<file path="src/rtl/math_result_tx.sv">
// Starts a doMath run, waits for its complete edge with a watchdog, then
// sends X/Y as an 8-byte 8N1 UART frame: SYNC, X[31:0], Y[15:0], XOR checksum.
module math_result_tx #(
  parameter int unsigned CLKS_PER_BIT   = 868,
  parameter int unsigned TIMEOUT_CYCLES = 1000000,
  parameter logic [7:0]  SYNC_BYTE      = 8'hA5
) (
  input  logic        CLK,
  input  logic        RST,
  input  logic        arm,
  output logic        startSequence,
  input  logic        complete,
  input  logic [31:0] X,
  input  logic [15:0] Y,
  output logic        tx,
  output logic        busy,
  output logic        overrun,
  output logic        timeout
);

  localparam int BCW = $clog2(CLKS_PER_BIT);

  typedef enum logic [1:0] {IDLE, PULSE, WAIT, SEND} state_t;

  state_t        state_q, state_d;
  logic          complete_q;
  logic [BCW-1:0] bit_cnt_q, bit_cnt_d;
  logic [3:0]    bit_idx_q, bit_idx_d;
  logic [2:0]    byte_idx_q, byte_idx_d;
  logic [31:0]   to_cnt_q, to_cnt_d;
  logic [63:0]   frame_q, frame_d;
  logic          overrun_q, overrun_d;
  logic          timeout_q, timeout_d;

  logic       cmp_edge;
  logic       bit_end, byte_end, frame_end, to_expire;
  logic [7:0] chk_byte;
  logic [7:0] cur_byte;
  logic [2:0] data_sel;

  assign cmp_edge  = complete & ~complete_q;
  assign bit_end   = (bit_cnt_q == BCW'(CLKS_PER_BIT - 1));
  assign byte_end  = bit_end && (bit_idx_q == 4'd9);
  assign frame_end = byte_end && (byte_idx_q == 3'd7);
  assign to_expire = (to_cnt_q == 32'(TIMEOUT_CYCLES - 1));
  assign chk_byte  = X[31:24] ^ X[23:16] ^ X[15:8] ^ X[7:0] ^ Y[15:8] ^ Y[7:0];
  assign cur_byte  = frame_q[63:56];
  assign data_sel  = 3'(bit_idx_q - 4'd1);

  always_ff @(posedge CLK or negedge RST) begin
    if (!RST) state_q <= IDLE;
    else      state_q <= state_d;
  end

  always_comb begin
    state_d = state_q;
    case (state_q)
      IDLE:  if (arm) state_d = PULSE;
      PULSE: state_d = WAIT;
      // A complete edge on the expiry cycle still counts as a result.
      WAIT: begin
        if (cmp_edge)       state_d = SEND;
        else if (to_expire) state_d = IDLE;
      end
      SEND:  if (frame_end) state_d = IDLE;
      default: state_d = IDLE;
    endcase
  end

  always_comb begin
    startSequence = (state_q == PULSE);
    busy          = (state_q != IDLE);
    overrun       = overrun_q;
    timeout       = timeout_q;
    tx            = 1'b1;
    if (state_q == SEND) begin
      if (bit_idx_q == 4'd0)      tx = 1'b0;
      else if (bit_idx_q <= 4'd8) tx = cur_byte[data_sel];
    end
  end

  always_comb begin
    bit_cnt_d  = '0;
    bit_idx_d  = '0;
    byte_idx_d = '0;
    to_cnt_d   = '0;
    frame_d    = frame_q;
    overrun_d  = overrun_q;
    timeout_d  = timeout_q;

    if (state_q == IDLE && arm) begin
      overrun_d = 1'b0;
      timeout_d = 1'b0;
    end
    if (cmp_edge && state_q != WAIT) overrun_d = 1'b1;

    if (state_q == WAIT) begin
      to_cnt_d = to_cnt_q + 32'd1;
      if (cmp_edge) frame_d = {SYNC_BYTE, X, Y, chk_byte};
      else if (to_expire) timeout_d = 1'b1;
    end

    // Bits are sent from the top byte of the frame register, shifting a byte at a time.
    if (state_q == SEND) begin
      bit_cnt_d  = bit_end ? '0 : bit_cnt_q + 1'b1;
      bit_idx_d  = bit_idx_q;
      byte_idx_d = byte_idx_q;
      if (bit_end) bit_idx_d = (bit_idx_q == 4'd9) ? 4'd0 : bit_idx_q + 4'd1;
      if (byte_end) begin
        byte_idx_d = byte_idx_q + 3'd1;
        frame_d    = {frame_q[55:0], 8'h00};
      end
    end
  end

  always_ff @(posedge CLK or negedge RST) begin
    if (!RST) begin
      complete_q <= 1'b0;
      bit_cnt_q  <= '0;
      bit_idx_q  <= '0;
      byte_idx_q <= '0;
      to_cnt_q   <= '0;
      frame_q    <= '0;
      overrun_q  <= 1'b0;
      timeout_q  <= 1'b0;
    end else begin
      complete_q <= complete;
      bit_cnt_q  <= bit_cnt_d;
      bit_idx_q  <= bit_idx_d;
      byte_idx_q <= byte_idx_d;
      to_cnt_q   <= to_cnt_d;
      frame_q    <= frame_d;
      overrun_q  <= overrun_d;
      timeout_q  <= timeout_d;
    end
  end

endmodule

</file>
<file path="config.mk">
export PLATFORM = sky130hd
export DESIGN_NAME = math_result_tx
export DESIGN_NICKNAME = d
export VERILOG_FILES = /design/src/rtl/math_result_tx.sv
export SDC_FILE = /design/constraint.sdc
export NUM_CORES = 1
export LEC_CHECK = 0
export BUFFER_PORTS_ARGS = -buffer_cell sky130_fd_sc_hd__buf_2
export CAP_MARGIN = 20
export CELL_PAD_IN_SITES_DETAIL_PLACEMENT = 1
export CELL_PAD_IN_SITES_GLOBAL_PLACEMENT = 2
export CORE_ASPECT_RATIO = 2
export CORE_MARGIN = 1.5
export CORE_UTILIZATION = 38
export CTS_CLUSTER_SIZE = 16
export DETAILED_ROUTE_END_ITERATION = 10
export PLACE_DENSITY_LB_ADDON = 0.3
export SKIP_LAST_GASP = 1
export SYNTH_ARGS = -nofsm -noshare
export SYNTH_HDL_FRONTEND = slang
export SYNTH_SLANG_ARGS = --single-unit
</file>
<file path="constraint.sdc">
create_clock -name CLK -period 2.92 [get_ports CLK]
set_input_delay 0.292 -clock CLK [delete_from_list [all_inputs] [get_ports CLK]]
set_output_delay 0.292 -clock CLK [all_outputs]
set_load 0.005 [all_outputs]
</file>
**Yosys cells after proc, flatten, opt, wreduce, memory -nomap -nowiden**

Index checks and enable logic that the tools add are counted.

- Register bits: 118
- Input port bits: 52
- Output and inout port bits: 5
- Word-level logic and storage cells: 73

- $add $sub $neg: 5
- $lt $le $gt $ge: 2
- Equal/unequal tests: 13
- Mux-type cells: 28
- Bitwise logic cells: 7
- Reduce and logical (&&, ||, !) cells: 9

Operators by type and width:

| operator | count |
|---|---|
| 64-bit 2-to-1 mux | 4 |
| 8-bit bitwise XOR | 5 |
| 32-bit by 1-bit adder with 32-bit output (second input constant) | 1 |
| 32-bit by 20-bit == test with 1-bit output (second input constant) | 1 |
| 32-bit 2-to-1 mux | 1 |
| 10-bit 2-to-1 mux | 2 |
| 4-bit 2-to-1 mux | 3 |
| 10-bit by 1-bit adder with 10-bit output (second input constant) | 1 |
| 10-bit == test (second input constant) | 1 |
| 1-bit 2-to-1 mux | 10 |
| 2-bit inequality test (second input constant) | 5 |
| 2-bit 2-to-1 mux | 4 |
| 2-bit case mux with 4 select lines | 1 |
| 3-bit 2-to-1 mux | 2 |
| 4-bit by 1-bit adder with 4-bit output (second input constant) | 1 |
| 2-bit == test (second input constant) | 2 |
| 4-bit == test (second input constant) | 1 |
| 4-bit less-or-equal comparator (second input constant) | 1 |
| 1-bit logical AND | 4 |
| 4-bit zero test | 1 |
| 3-bit by 4-bit < comparator with 1-bit output (second input constant) | 1 |
| 2-bit nonzero test | 2 |
| 3-bit by 1-bit adder with 3-bit output (second input constant) | 1 |
| 1-bit binary-select mux with 3-bit select | 1 |
| 8 further kinds | 8 |

**Logic depth before layout (Yosys ltp)**

- Word-level depth: 9
- Mapped depth: 8
- Gate-level depth less buffers: 6

**Worst setup path after synthesis**

OpenSTA, ideal clock, no wires.

- Kind: reg-to-reg
- Start point: reg to_cnt_q[0]
- End point: reg to_cnt_q[30]
- Library setup time: 0.078 ns
- Arrival time: 1.944 ns
- Data required time: 2.842 ns
- Path slack: 0.898 ns
- Cell stages (with the launch flop): 7
- Path buffers: 1
- Clock period less this slack: 2.022 ns
- Cell sequence: dfrtp_1 -> ha_1 -> nand4_1 -> or3_1 -> buf_2 -> or4_1 -> a21oi_1

- Word-level cells in the longest chain between the ends: 2

RTL lines:

| what | line | source |
|---|---|---|
| start, declared | 30 | `logic [31:0] to_cnt_q, to_cnt_d;` |
| start signal, assigned | 131 | `to_cnt_q <= to_cnt_d;` |
| 32-bit by 1-bit adder with 32-bit output | 98 | `to_cnt_d = to_cnt_q + 32'd1;` |
| 32-bit 2-to-1 mux | 97 | `if (state_q == WAIT) begin` |
| via to_cnt_d[30] | 30 |  |

The timed path passes the listed nets, and every way through them passes these cells.
A chain may end at the register's enable or synchronous reset.

**Worst setup path in the final report**

- Start point: reg bit_idx_q[0]
- End point: out tx

- Word-level cells in the longest chain between the ends: 6
- Elaborated cells between the ends (all ways): 8
- Those cells by class: add/sub: 1; order compare: 1; mux: 5; reduce/logical: 1

RTL lines:

| what | line | source |
|---|---|---|
| start, declared | 28 | `logic [3:0] bit_idx_q, bit_idx_d;` |
| start signal, assigned | 129 | `bit_idx_q <= bit_idx_d;` |
| 3-bit by 1-bit subtractor with 3-bit output | 48 | `assign data_sel = 3'(bit_idx_q - 4'd1);` |
| 1-bit binary-select mux with 3-bit select | 78 | `else if (bit_idx_q <= 4'd8) tx = cur_byte[data_sel];` |
| 1-bit 2-to-1 mux (implied by the code) | 78 |  |
| 1-bit 2-to-1 mux | 78 |  |
| 1-bit 2-to-1 mux * | 77 | `if (bit_idx_q == 4'd0) tx = 1'b0;` |
| 1-bit 2-to-1 mux * | 76 | `if (state_q == SEND) begin` |
| end, declared | 15 | `output logic tx,` |

Mark *: on every way between the ends. The rest lies on a longest branch, timed or not. The select of a mux whose other input is x is not followed.

==> impl_metrics.env <==
export IMPL_tns_ns=0
export IMPL_fmax_ghz=0.3736
export IMPL_clk_pin_slew_worst_paths_ns=0.06
export IMPL_drtPass1Iterations=4
export IMPL_die_w_um=93.29
export IMPL_rsz0062_at_grt="false"
export IMPL_numPortBuffers=56
export IMPL_ant_nets=0
export IMPL_initial_core_util_pct=39.07
export IMPL_path_delay_family="flip-flops"
export IMPL_synth_area_per_cell_sq_um=9.882
export IMPL_end_kind="output port"
export IMPL_ir_worst_vdd_mv=0.4122
export IMPL_crit_buf_inv=2
export IMPL_area_delta_synth_final_pct=18.40
export IMPL_grt_max_degree=75
export IMPL_start_kind="register"
export IMPL_drcViolationCount=0
export IMPL_netlist_area_sq_um=6196
export IMPL_async_flop_share_pct=100.0
export IMPL_power_density_nw_per_um2=807.4
export IMPL_synth_nets=688
export IMPL_vias_per_cell=5.619
export IMPL_wl_mm=17.10
export IMPL_drtIter0Drc=127
export IMPL_netlist_instances=627
export IMPL_r2r_slack_ns=0.52
export IMPL_drive_gt1_share_pct=15.84
export IMPL_antenna_found_initial=0
export IMPL_fin_util_pct=46.26
export IMPL_whs_path_depth=3
export IMPL_worstReg2RegEnd="frame_q[38]"
export IMPL_synthFlopType="dfrtp_1"
export IMPL_nets=736
export IMPL_rows=65
export IMPL_cts_inserted_buffers=17
export IMPL_path_cells="inv_1 > ha_1 > mux4_2 > o211ai_1 > nand2_1 > a211o_1 > buf_2"
export IMPL_maxSlewHeadroom_pct=49.07
export IMPL_crit_required_ns=2.63
export IMPL_synth_edf_count=0
export IMPL_clock_sinks=118
export IMPL_hold_violations=0
export IMPL_drv_slew=0
export IMPL_hp_start="arm"
export IMPL_synth_most_common_cell="dfrtp_1"
export IMPL_antennaDiodeCount=0
export IMPL_cp_slowest_stage_delay_ns=0.48
export IMPL_place_gp_congestion=0.8351
export IMPL_ys_seq_area_share_pct=47.66
export IMPL_io_pins=57
export IMPL_gr_total_overflow=0
export IMPL_grt_pass1_wl_mm=28.13
export IMPL_finalCritPeriodShare_pct=91.67
export IMPL_synth_largest_area_cell="dfrtp_1"
export IMPL_maxCapViolations=0
export IMPL_leakage_nw=2.817
export IMPL_min_period_ns=2.677
export IMPL_cp_max_fo=6
export IMPL_yosysTopAreaCellShare_pct=47.66
export IMPL_clock_root_buffer="clkbuf_16"
export IMPL_worst_path_max_delay_cell="dfrtp_1"
export IMPL_insertion_delay_ns=0.42
export IMPL_hold_class="in -> reg"
export IMPL_place_ws_ns=0.5757
export IMPL_min_to="state_q[0]"
export IMPL_final_cells=889
export IMPL_die_area_sq_um=17130
export IMPL_wire_per_inst_um=19.23
export IMPL_synth_area_leaders="dfrtp_1, mux2i_1, xnor2_1"
export IMPL_yosys_warnings=0
export IMPL_fin_ws_ns=0.2433
export IMPL_htree_levels=4
export IMPL_cp_depth=7
export IMPL_dp_hpwl_mm=11.86
export IMPL_r2r_worst_path_cells=7
export IMPL_setup_viol=0
export IMPL_hold_slack_ns=0.1232
export IMPL_core_sq_um=15860
export IMPL_post_cts_setup_buffers=0
export IMPL_r2r_start="bit_idx_q[1]"
export IMPL_dp_cells=855
export IMPL_track_usage_pct=21.26
export IMPL_synthTopCellsByCount="dfrtp_1, a21oi_1, nor3_1"
export IMPL_die_y_um=183.6
export IMPL_worstMarginPinSlew_ns=0.7580
export IMPL_cts_path_max_buffers=2
export IMPL_path_class="reg -> out"
export IMPL_grt_pass1_vias=5450
export IMPL_ys_seq_elements=118
export IMPL_outcome="finished, final reports clean"
export IMPL_synth_distinct_cells=45
export IMPL_cp_arrival_ns=2.38
export IMPL_via_count=4995
export IMPL_skew_ns=0.01352
export IMPL_cts_tree="yes"
==> worst max path at each step <==
| stage | endpoint | startpoint |
|---|---|---|
| floorplan | to_cnt_q[30] | to_cnt_q[0] |
| global placement | frame_q[25] | bit_idx_q[0] |
| detailed placement | frame_q[38] | bit_idx_q[1] |
| CTS | tx | bit_idx_q[0] |
| global route | tx | bit_idx_q[0] |
| finish | tx | bit_idx_q[0] |
==> sequential cells by signal, indices dropped and copies added (netlist names) <==
register / count
bit_idx_q: 4
complete_q: 1
to_cnt_q: 32
timeout: 1
state_q: 2
overrun: 1
byte_idx_q: 3
bit_cnt_q: 10
frame_q: 64
==> where the power goes <==
part	switching, mW	internal (mW)
Combinational	0.753	0.535
Sequential	0.304	2.08
Clock	0.797	1.46
==> per-layer routing <==
layer | vias up | part of all wire, % | wire (um) | GRT usage, %
met5 | - | 0 | 0 | 0
met4 | 0 | 4.2 | 711 | 10.12
met3 | 31 | 2.6 | 453 | 4.301
met2 | 81 | 57 | 9711 | 40.03
met1 | 2532 | 36 | 6218 | 21.65
li1 | 2351 | - | - | -
==> stage by stage <==
step | power (mW) | area [sq um]
global placement | 3.623 | 6678
finish | 5.923 | 7336
floorplan | 3.227 | 6196
global route | 6.247 | 7336
detailed placement | 3.715 | 6678
CTS | 5.996 | 7336
==> placed cells by master (no fill, tap or decap), types with 3 or more instances in the layout <==
cell type / n
dfrtp_1: 118
a21oi_1: 76
nor3_1: 57
buf_2: 55
mux2i_1: 53
xnor2_1: 51
nor2_1: 43
nand2_1: 24
clkbuf_16: 17
nand3_1: 15
nand4_1: 14
inv_1: 13
or4_1: 13
nor4_1: 11
o21ai_0: 11
o31ai_1: 10
a211oi_1: 9
or3_1: 9
ha_1: 9
xor2_1: 8
nor2b_1: 7
buf_4: 7
and3_1: 4
bufinv_16: 4
clkinvlp_4: 4
and2_1: 3
nand2b_1: 3
mux2_2: 3
clkinv_4: 3
==> cells by family after synthesis <==
family	synth area share, %
mux	10.02
compound gates	10.28
flops	47.66
simple gates	18.72
xor+xnor	8.340
fa+ha+maj	1.817
buf+inv	3.170
==> repair_timing <==
action,CTS,global route
resized for setup,0,0
endpoints found under the hold margin,55,0
hold buffers,2,0
==> layout make-up <==
| class | instances | area (sq um) |
|---|---|---|
| clock buffers | 18 | 439.2 |
| clock inverters | 14 | 198.9 |
| fillers | 1770 | 8523 |
| inverters | 13 | 48.80 |
| multi-input cells | 459 | 3057 |
| flip-flops and latches | 118 | 2953 |
| well taps | 201 | 251.5 |
| repair buffers | 66 | 387.9 |
==> worst min-delay path, cell delays in order <==
cell	delay [ns]
buf_2	0.08
nand2_1	0.06
nand2_1	0.06
No activity file was read; power rests on OpenSTA's default activity.
